[src/rtl/mem_access_unit_pkg.sv]
// Shared types, funct3 constants and store-lane helpers for mem_access_unit.
package mem_access_unit_pkg;

  typedef enum logic [1:0] {
    ST_IDLE = 2'd0,
    ST_BUSY = 2'd1,
    ST_DONE = 2'd2
  } state_t;

  localparam logic [2:0] F3_LB  = 3'b000;
  localparam logic [2:0] F3_LH  = 3'b001;
  localparam logic [2:0] F3_LW  = 3'b010;
  localparam logic [2:0] F3_LBU = 3'b100;
  localparam logic [2:0] F3_LHU = 3'b101;

  localparam logic [7:0] TIMEOUT_LIMIT = 8'd255;

  // Halfwords must be 2-byte aligned, words 4-byte aligned; bytes never fault.
  function automatic logic is_misaligned(input logic [1:0] sz, input logic [1:0] off);
    case (sz)
      2'b01:   is_misaligned = off[0];
      2'b10:   is_misaligned = (off != 2'b00);
      default: is_misaligned = 1'b0;
    endcase
  endfunction

  function automatic logic [3:0] store_strb(input logic [1:0] sz, input logic [1:0] off);
    case (sz)
      2'b00:   store_strb = 4'b0001 << off;
      2'b01:   store_strb = 4'b0011 << off;
      default: store_strb = 4'b1111;
    endcase
  endfunction

  function automatic logic [31:0] store_data(input logic [1:0] sz, input logic [31:0] d);
    case (sz)
      2'b00:   store_data = {4{d[7:0]}};
      2'b01:   store_data = {2{d[15:0]}};
      default: store_data = d;
    endcase
  endfunction

endpackage

[src/rtl/mem_access_unit_if.sv]
// Word-oriented memory bus between mem_access_unit (master) and the memory (slave).
interface mem_access_unit_if;
  logic        bus_req;
  logic        bus_we;
  logic [31:0] bus_addr;
  logic [31:0] bus_wdata;
  logic [3:0]  bus_wstrb;
  logic        bus_ack;
  logic [31:0] bus_rdata;

  modport master (
    output bus_req, bus_we, bus_addr, bus_wdata, bus_wstrb,
    input  bus_ack, bus_rdata
  );

  modport slave (
    input  bus_req, bus_we, bus_addr, bus_wdata, bus_wstrb,
    output bus_ack, bus_rdata
  );
endinterface

[src/rtl/mem_access_unit_load_align.sv]
// load_align: moves the addressed byte/half of a read word to bit 0 and extends it.
module load_align
  import mem_access_unit_pkg::*;
(
  input  logic [31:0] i_word,
  input  logic [1:0]  i_off,
  input  logic [2:0]  i_size,
  output logic [31:0] o_data
);

  logic [31:0] w_shifted;

  assign w_shifted = i_word >> {i_off, 3'b000};

  always_comb begin
    o_data = w_shifted;
    case (i_size)
      F3_LB:   o_data = {{24{w_shifted[7]}}, w_shifted[7:0]};
      F3_LH:   o_data = {{16{w_shifted[15]}}, w_shifted[15:0]};
      F3_LW:   o_data = w_shifted;
      F3_LBU:  o_data = {24'd0, w_shifted[7:0]};
      F3_LHU:  o_data = {16'd0, w_shifted[15:0]};
      default: o_data = w_shifted;
    endcase
  end

endmodule

[src/rtl/mem_access_unit.sv]
// MEM-stage load/store sequencer: IDLE -> BUSY (bus held) -> DONE (pipeline advances).
// Optional bus timeout with bus_err output when MEM_TIMEOUT_EN is defined.
module mem_access_unit
  import mem_access_unit_pkg::*;
(
  input  logic              clk,
  input  logic              rst,
  input  logic              mem_req,
  input  logic              mem_we,
  input  logic [2:0]        mem_size,
  input  logic [31:0]       mem_addr,
  input  logic [31:0]       mem_wdata,
  output logic              mem_stall,
  output logic [31:0]       mem_rdata,
  output logic              rdata_valid,
  output logic              misalign,
  mem_access_unit_if.master bus
`ifdef MEM_TIMEOUT_EN
  ,
  output logic              bus_err
`endif
);

  state_t      r_state;
  logic        r_bus_req;
  logic        r_bus_we;
  logic [31:0] r_bus_addr;
  logic [31:0] r_bus_wdata;
  logic [3:0]  r_bus_wstrb;
  logic [2:0]  r_size;
  logic [1:0]  r_off;
  logic [31:0] r_mem_rdata;
  logic        r_rdata_valid;
  logic        r_misalign;
  logic        w_misaligned;
  logic [31:0] w_load_data;
`ifdef MEM_TIMEOUT_EN
  logic [7:0]  r_cnt;
  logic        r_bus_err;
`endif

  assign w_misaligned = mem_req && is_misaligned(mem_size[1:0], mem_addr[1:0]);
  assign mem_stall    = mem_req && (r_state != ST_DONE) && !w_misaligned;

  load_align u_load_align (
    .i_word (bus.bus_rdata),
    .i_off  (r_off),
    .i_size (r_size),
    .o_data (w_load_data)
  );

  always_ff @(posedge clk) begin
    if (rst) begin
      r_state       <= ST_IDLE;
      r_bus_req     <= 1'b0;
      r_bus_we      <= 1'b0;
      r_bus_addr    <= 32'd0;
      r_bus_wdata   <= 32'd0;
      r_bus_wstrb   <= 4'd0;
      r_size        <= 3'd0;
      r_off         <= 2'd0;
      r_mem_rdata   <= 32'd0;
      r_rdata_valid <= 1'b0;
      r_misalign    <= 1'b0;
`ifdef MEM_TIMEOUT_EN
      r_cnt         <= 8'd0;
      r_bus_err     <= 1'b0;
`endif
    end else begin
      r_rdata_valid <= 1'b0;
      r_misalign    <= 1'b0;
`ifdef MEM_TIMEOUT_EN
      r_bus_err     <= 1'b0;
`endif
      case (r_state)
        ST_IDLE: begin
          if (w_misaligned) begin
            r_misalign <= 1'b1;
          end else if (mem_req) begin
            r_state     <= ST_BUSY;
            r_bus_req   <= 1'b1;
            r_bus_we    <= mem_we;
            r_bus_addr  <= {mem_addr[31:2], 2'b00};
            r_bus_wdata <= mem_we ? store_data(mem_size[1:0], mem_wdata) : 32'd0;
            r_bus_wstrb <= mem_we ? store_strb(mem_size[1:0], mem_addr[1:0]) : 4'd0;
            r_size      <= mem_size;
            r_off       <= mem_addr[1:0];
`ifdef MEM_TIMEOUT_EN
            r_cnt       <= 8'd0;
`endif
          end
        end
        ST_BUSY: begin
          if (bus.bus_ack) begin
            r_state   <= ST_DONE;
            r_bus_req <= 1'b0;
            if (!r_bus_we) begin
              r_mem_rdata   <= w_load_data;
              r_rdata_valid <= 1'b1;
            end
`ifdef MEM_TIMEOUT_EN
          end else if (r_cnt + 8'd1 == TIMEOUT_LIMIT) begin
            // Give up: release the pipeline with a zero result and flag the error.
            r_state   <= ST_DONE;
            r_bus_req <= 1'b0;
            r_bus_err <= 1'b1;
            r_cnt     <= TIMEOUT_LIMIT;
            if (!r_bus_we) begin
              r_mem_rdata   <= 32'd0;
              r_rdata_valid <= 1'b1;
            end
          end else begin
            r_cnt <= r_cnt + 8'd1;
`endif
          end
        end
        ST_DONE: r_state <= ST_IDLE;
        default: r_state <= ST_IDLE;
      endcase
    end
  end

  assign bus.bus_req   = r_bus_req;
  assign bus.bus_we    = r_bus_we;
  assign bus.bus_addr  = r_bus_addr;
  assign bus.bus_wdata = r_bus_wdata;
  assign bus.bus_wstrb = r_bus_wstrb;
  assign mem_rdata     = r_mem_rdata;
  assign rdata_valid   = r_rdata_valid;
  assign misalign      = r_misalign;
`ifdef MEM_TIMEOUT_EN
  assign bus_err       = r_bus_err;
`endif

endmodule
[src/flat_wrapper.sv]
// flat-port wrapper written by rule: the top's interface ports become plain ports
module mem_access_unit_flat import mem_access_unit_pkg::*;
  (clk, rst, mem_req, mem_we, mem_size, mem_addr, mem_wdata, mem_stall, mem_rdata, rdata_valid, misalign, bus_bus_req, bus_bus_we, bus_bus_addr, bus_bus_wdata, bus_bus_wstrb, bus_bus_ack, bus_bus_rdata);
  mem_access_unit_if bus_i ();
  input  logic clk;
  input  logic rst;
  input  logic mem_req;
  input  logic mem_we;
  input  logic [2:0] mem_size;
  input  logic [31:0] mem_addr;
  input  logic [31:0] mem_wdata;
  output logic mem_stall;
  output logic [31:0] mem_rdata;
  output logic rdata_valid;
  output logic misalign;
  output wire logic [$bits(bus_i.bus_req)-1:0] bus_bus_req;
  output wire logic [$bits(bus_i.bus_we)-1:0] bus_bus_we;
  output wire logic [$bits(bus_i.bus_addr)-1:0] bus_bus_addr;
  output wire logic [$bits(bus_i.bus_wdata)-1:0] bus_bus_wdata;
  output wire logic [$bits(bus_i.bus_wstrb)-1:0] bus_bus_wstrb;
  input wire logic [$bits(bus_i.bus_ack)-1:0] bus_bus_ack;
  input wire logic [$bits(bus_i.bus_rdata)-1:0] bus_bus_rdata;
  assign bus_bus_req = bus_i.bus_req;
  assign bus_bus_we = bus_i.bus_we;
  assign bus_bus_addr = bus_i.bus_addr;
  assign bus_bus_wdata = bus_i.bus_wdata;
  assign bus_bus_wstrb = bus_i.bus_wstrb;
  assign bus_i.bus_ack = bus_bus_ack;
  assign bus_i.bus_rdata = bus_bus_rdata;
  mem_access_unit u_core (.clk(clk), .rst(rst), .mem_req(mem_req), .mem_we(mem_we), .mem_size(mem_size), .mem_addr(mem_addr), .mem_wdata(mem_wdata), .mem_stall(mem_stall), .mem_rdata(mem_rdata), .rdata_valid(rdata_valid), .misalign(misalign), .bus(bus_i));
endmodule
[config.mk]
export PLATFORM = sky130hd
export DESIGN_NAME = mem_access_unit_flat
export DESIGN_NICKNAME = d
export VERILOG_FILES = /design/src/rtl/mem_access_unit_pkg.sv /design/src/rtl/mem_access_unit_if.sv /design/src/rtl/mem_access_unit_load_align.sv /design/src/rtl/mem_access_unit.sv /design/src/flat_wrapper.sv
export SDC_FILE = /design/constraint.sdc
export NUM_CORES = 1
export LEC_CHECK = 0
export ABC_CLOCK_PERIOD_IN_PS = 3200
export CAP_MARGIN = 10
export CORE_MARGIN = 8
export CORE_UTILIZATION = 43
export DETAILED_ROUTE_END_ITERATION = 10
export GPL_TIMING_DRIVEN = 1
export PLACE_DENSITY_LB_ADDON = 0.05
export SETUP_SLACK_MARGIN = 0.3
export SLEW_MARGIN = 5
export SYNTH_ARGS = -nofsm -noshare
export SYNTH_HDL_FRONTEND = slang
export SYNTH_SLANG_ARGS = --single-unit
[constraint.sdc]
create_clock -name clk -period 3.2 [get_ports clk]
set_input_delay 0.48 -clock clk [delete_from_list [all_inputs] [get_ports clk]]
set_output_delay 0.48 -clock clk [all_outputs]
set_load 0.03 [all_outputs]
==> flow_summary.yaml, run 1 <==
placed_design:
  place_congestion: 0.835
  place_inst: 887
  dpl.hpwl_um: 12000
  placed_cell_area_sq_um: 7090
  io_buffer_count: 206
die:
  start_util: 0.438
  die_y_um: 124
  rows: 39
  dieArea_sq_um: 15300
  ios: 209
  dieWidth_um: 124
  core_area_sq_um: 11400
clocking:
  cts-htree-levels: 3
  cts_setup_buffers: 0
  cts_buffers: 9
  cts_tree: "done"
  cts_root_buffer: "clkbuf_16"
  clk_pin_slew_ps: 70
  clk_latency_ps: 350
  hold_buffers: 0
  clock_path_buffers: 2
  cts.sinks: 109
logic_synthesis:
  yosysMostFrequentCell: "dfxtp_1"
  syn_inst: 584
  synthFlopType: "dfxtp_1"
  yosys_register_bits: 109
  synth_adder_area_share: 0.0101
  synth.area.top_cells: "dfxtp_1 (44%), a21oi_1 (6.6%), o21ai_0 (5.9%)"
  async_reset_ff_frac: 0
  synthesis.area_sq_um: 4980
  yosys.area_share.simple: 0.166
  synthTopCellsByCount: "dfxtp_1 (109), a21oi_1 (66), o21ai_0 (59), nand2_1 (46), nand3_1 (38)"
  synthDominantCellAreaShare: 0.438
  synth-compound-area-share: 0.252
  yosysTopAreaCell: "dfxtp_1"
  seq_area_frac_synth: 0.438
  synth_top_family_by_area: "compound AO/OA/AOI/OAI gates"
  yosysWarnings: 0
  synth_area_per_cell_sq_um: 8.52
  synth-xor-area-share: 0.00176
  ys_types: 40
  synth-edff-count: 0
  synth_mux_area_frac: 0.0747
global_route:
  grt.total_usage: 0.204
  antenna_found_initial: 0
  grt_max_degree: 58
  grt_overflow_total: 0
  grt_pass1_vias: 4800
  grt_first_pass_wirelength_um: 25000
sta:
  min_period_ps: 2650
  hold_violations: 0
  timing.final.crit_share: 0.829
  fmax_mhz: 377
  finalMaxSlewViolations: 0
  slew_headroom: 0.328
  finalSetupViolations: 0
  skew_ps: 5.17
  fin_setup_tns_ps: 0
  rsz0062_at_grt: "false"
  worstMarginPinSlew_ps: 1010
critical_path:
  cp-end-kind: "primary output"
  arrival_ps: 2170
  cp_data_required_time_ps: 2720
  worstSetupPathType: "primary input to primary output"
  start_kind: "primary input"
  path_max_fanout: 4
routing:
  ant_nets: 0
  wl_per_cell_um: 17.8
  dr.pass1.iters: 5
  drc: 0
  vias_per_cell: 5.48
  drt-total-wl_um: 16100
  vias: 4946
  drt_iter0_drc: 322
finish:
  fin_area_sq_um: 7430
  area_growth_pct: 49.3
  postLayoutCoreUtil: 0.654
  fin_cells: 903
  fin_nets: 863
  n_antenna_cell: 0
  drive_above_1_share: 0.0829
run:
  maxCapViolCount: 0
min_path:
  hold_path.class: "flop to flop"
power_and_ir_drop:
  cellPowerDensity_nw_per_um2: 491
  power.static_leakage_nw: 2.59
  peakVddDrop_v: 0.000335
  finalPower_w: 0.00365
status:
  status: "finished, final reports clean"
## metal layers
layer	GRT usage	vias to the layer above	wire [um]
met2	0.322	172	7430
met5	0	-	0
li1	-	2446	-
met1	0.249	2305	6690
met3	0.0775	23	1670
met4	0.0745	0	306
## final timing paths
kind                       start                    to  slack, ps  depth (start not counted)
max                  mem_size[1]             mem_stall        550                          7
min          u_core.mem_rdata[3]   u_core.mem_rdata[3]        460                          2
max reg2reg      u_core.r_off[1]  u_core.mem_rdata[31]        850                          4
min reg2reg  u_core.mem_rdata[3]   u_core.mem_rdata[3]        460                          2
## sequential cells by signal, indices dropped and copies added, names as in the netlist, 2 cells and up
signal / flops
u_core.r_state: 2
u_core.bus.bus_wdata: 32
u_core.r_off: 2
u_core.mem_rdata: 32
u_core.bus.bus_addr: 30
u_core.r_size: 3
u_core.bus.bus_wstrb: 4
## cells by family after synthesis
| group | after synthesis |
|---|---|
| xor gates and xnor gates | 1 |
| and+or+nand+nor | 168 |
| AOI/OAI and AO/OA | 204 |
| adders and majority gates | 4 |
| muxes | 33 |
| other | 1 |
| DFF | 109 |
| buffers and inverters | 64 |
## metrics by stage
stage               setup slack [ps]  hold slack (ps)
floorplan                        467              496
global placement                 125              448
detailed placement              66.6              450
CTS                              344              462
global route                     415              479
finish                           547              458
## cell usage in the layout, fill, tap and decap left out, types with 2 or more instances in the layout
master,instances
a211oi_1,17
a21o_1,2
a21oi_1,66
a22o_1,16
a22oi_1,8
buf_4,12
bufinv_16,3
clkbuf_16,9
clkdlybuf4s50_1,204
clkinv_2,2
conb_1,2
dfxtp_1,109
ha_1,4
inv_1,4
mux2_2,23
mux2i_1,9
nand2_1,46
nand2b_1,12
nand3_1,38
nand4_1,20
nor2_1,31
nor2b_1,4
nor3_1,9
o211ai_1,7
o21a_1,18
o21ai_0,59
o2bb2ai_1,7
or2_2,2
## worst max-delay path, stage by stage
cell	delay (ps)
clkdlybuf4s50_1	550
inv_1	110
ha_1	230
o21a_1	230
o21a_1	220
nor2_1	110
clkbuf_2	240
## area by class of cell
type	instances	area, sq um
sequential	109	2180
clock inverter	6	109
inverter	4	15.0
timing repair buffer	219	2160
tap	143	179
multi-input combinational	412	2550
fill	974	3940
clock buffer	10	239
## timing repair
| item | in CTS | in global routing |
|---|---|---|
| endpoints found under the setup margin | 1 | 1 |
| pin swaps | 0 | 0 |
| resized for setup | 1 | 2 |
## report_power, final
part	total [W]	leakage, nW	internal (W)	switching [W]
Combinational	0.000850	1.52	0.000385	0.000465
Sequential	0.00149	0.889	0.00144	0.0000540
Clock	0.00130	0.173	0.000788	0.000517
Total	0.00365	2.59	0.00261	0.00104
Note: power is estimated with default switching activity, not from simulation.
==> run 2, diff against run 1 <==
Settings changed: ABC_CLOCK_PERIOD_IN_PS 3200 to 2700.
Clock period 3.2 ns to 2.7 ns, I/O delays scaled along.
==> run 2 against run 1 <==
Compared with the run above:
- critical endpoint unchanged
- non-clock buffer count up 5
- power up 9.1%
- via count up 0.36%
==> flow_summary.yaml, run 2 (synthesis gave the netlist of run 1 again) <==
sta:
  worstMarginPinSlew_ps: 734
  whs_ps: 457
  fin_setup_tns_ps: 0
  skew_ps: 5.33
  min_period_ps: 2250
  timing.final.crit_share: 0.832
  rsz0062_at_grt: "false"
  hold_violations: 0
  finalSetupViolations: 0
  fmax_mhz: 445
  finalMaxSlewViolations: 0
  slew_headroom: 0.511
critical_path:
  path_max_fanout: 13
  cp_data_required_time_ps: 2300
  regToRegSetupSlack_ps: 860
  crit_slowest_cell: "dlygate4sd2_1"
  worst_path_most_repeated_cell: "o21a_1"
  worstSetupPathType: "primary input to primary output"
  slowest_delay_ps: 270
  arrival_ps: 1840
  cp-end-kind: "primary output"
  path_cells: "dlygate4sd2_1, inv_1, ha_1, o21a_1, o21a_1, buf_4, nor2_4, buf_12"
  start_kind: "primary input"
die:
  start_util: 0.438
  core_area_sq_um: 11400
  die_y_um: 124
  ios: 209
  rows: 39
  dieArea_sq_um: 15300
  dieWidth_um: 124
global_route:
  grt_overflow_total: 0
  grt_first_pass_wirelength_um: 25200
  grt.total_usage: 0.205
  antenna_found_initial: 0
  grt_pass1_vias: 4758
  grt_max_degree: 67
placed_design:
  dpl.hpwl_um: 12100
  place_congestion: 0.834
  io_buffer_count: 206
power_and_ir_drop:
  cellPowerDensity_nw_per_um2: 537
  finalPower_w: 0.00398
  power_switching_w: 0.00117
  p_sw_frac: 0.294
  comb_power_share: 0.258
  power.share.clock: 0.298
  p_int_w: 0.00281
  peakVddDrop_v: 0.000420
  power.static_leakage_nw: 2.58
  pwr-share-seq: 0.444
routing:
  drc: 0
  wl_per_cell_um: 18.0
  vias_per_cell: 5.49
  dr.pass1.iters: 4
  ant_nets: 0
  drt-total-wl_um: 16300
  drt_iter0_drc: 365
  vias: 4964
finish:
  area_growth_pct: 48.9
  most-common-layout-cells: "clkdlybuf4s50_1 (202), dfxtp_1 (109), a21oi_1 (66)"
  postLayoutCoreUtil: 0.652
  layout_commonest_cell: "clkdlybuf4s50_1"
  n_antenna_cell: 0
  fin_nets: 868
  drive_above_1_share: 0.0853
run:
  maxCapViolCount: 0
clocking:
  cts-htree-levels: 3
  clk_pin_slew_ps: 70
  cts.sinks: 109
  clk_latency_ps: 340
  cts_tree: "done"
  hold_buffers: 0
  cts_root_buffer: "clkbuf_16"
  cts_buffers: 9
  clock_path_buffers: 2
min_path:
  hold_path.class: "flop to flop"
status:
  status: "finished, final reports clean"
==> run 2: worst paths after layout <==
path	start	to	cells after the start
hold / removal	u_core.mem_rdata[1]	u_core.mem_rdata[1]	2
setup / recovery	mem_size[1]	mem_stall	8
setup reg to reg	u_core.r_off[1]	u_core.mem_rdata[26]	4
hold reg to reg	u_core.mem_rdata[1]	u_core.mem_rdata[1]	2
==> run 2: worst max-delay path, delay by kind of cell <==
kind	cells	cell delay [ps]
AOI/OAI and AO/OA	2	420
adders and majority gates	1	200
buffers and inverters	4	680
and+or+nand+nor	1	140
==> run 2: routing by layer <==
| metal | vias up | GRT usage | share of wire |
|---|---|---|---|
| li1 | 2461 | - | - |
| met1 | 2324 | 0.263 | 0.44 |
| met2 | 155 | 0.314 | 0.45 |
| met3 | 24 | 0.0698 | 0.088 |
| met4 | 0 | 0.0760 | 0.020 |
| met5 | - | 0 | 0 |
==> run 2: through the flow <==
stage,setup WS [ps],instances,cell area (sq um)
2_1_floorplan,303,585,4990
3_3_place_gp,210,892,7160
3_5_place_dp,145,892,7160
4_1_cts,450,905,7410
5_1_grt,386,905,7410
6_report,453,905,7410
==> run 2: what timing repair did <==
action | CTS | global route
buffers inserted | 0 | 0
resized for setup | 2 | 0
setup endpoints to repair | 1 | 0
==> run 2: cell type report <==
class	count	area [sq um]
fillers	1007	3960
repair buffers	224	2230
flip-flops and latches	109	2180
inverters	4	15.0
clock buffers	11	243
multi-input cells	412	2550
well taps	143	179
clock inverters	2	12.5
==> run 2: power groups by stage <==
stage	logic [W]	registers (W)	clock network [W]
after floorplan	0.000399	0.00197	0
after CTS	0.00103	0.00177	0.00122
final	0.00103	0.00177	0.00119
after global routing	0.00111	0.00178	0.00128
after global placement	0.00102	0.00180	0
after detailed placement	0.00103	0.00180	0
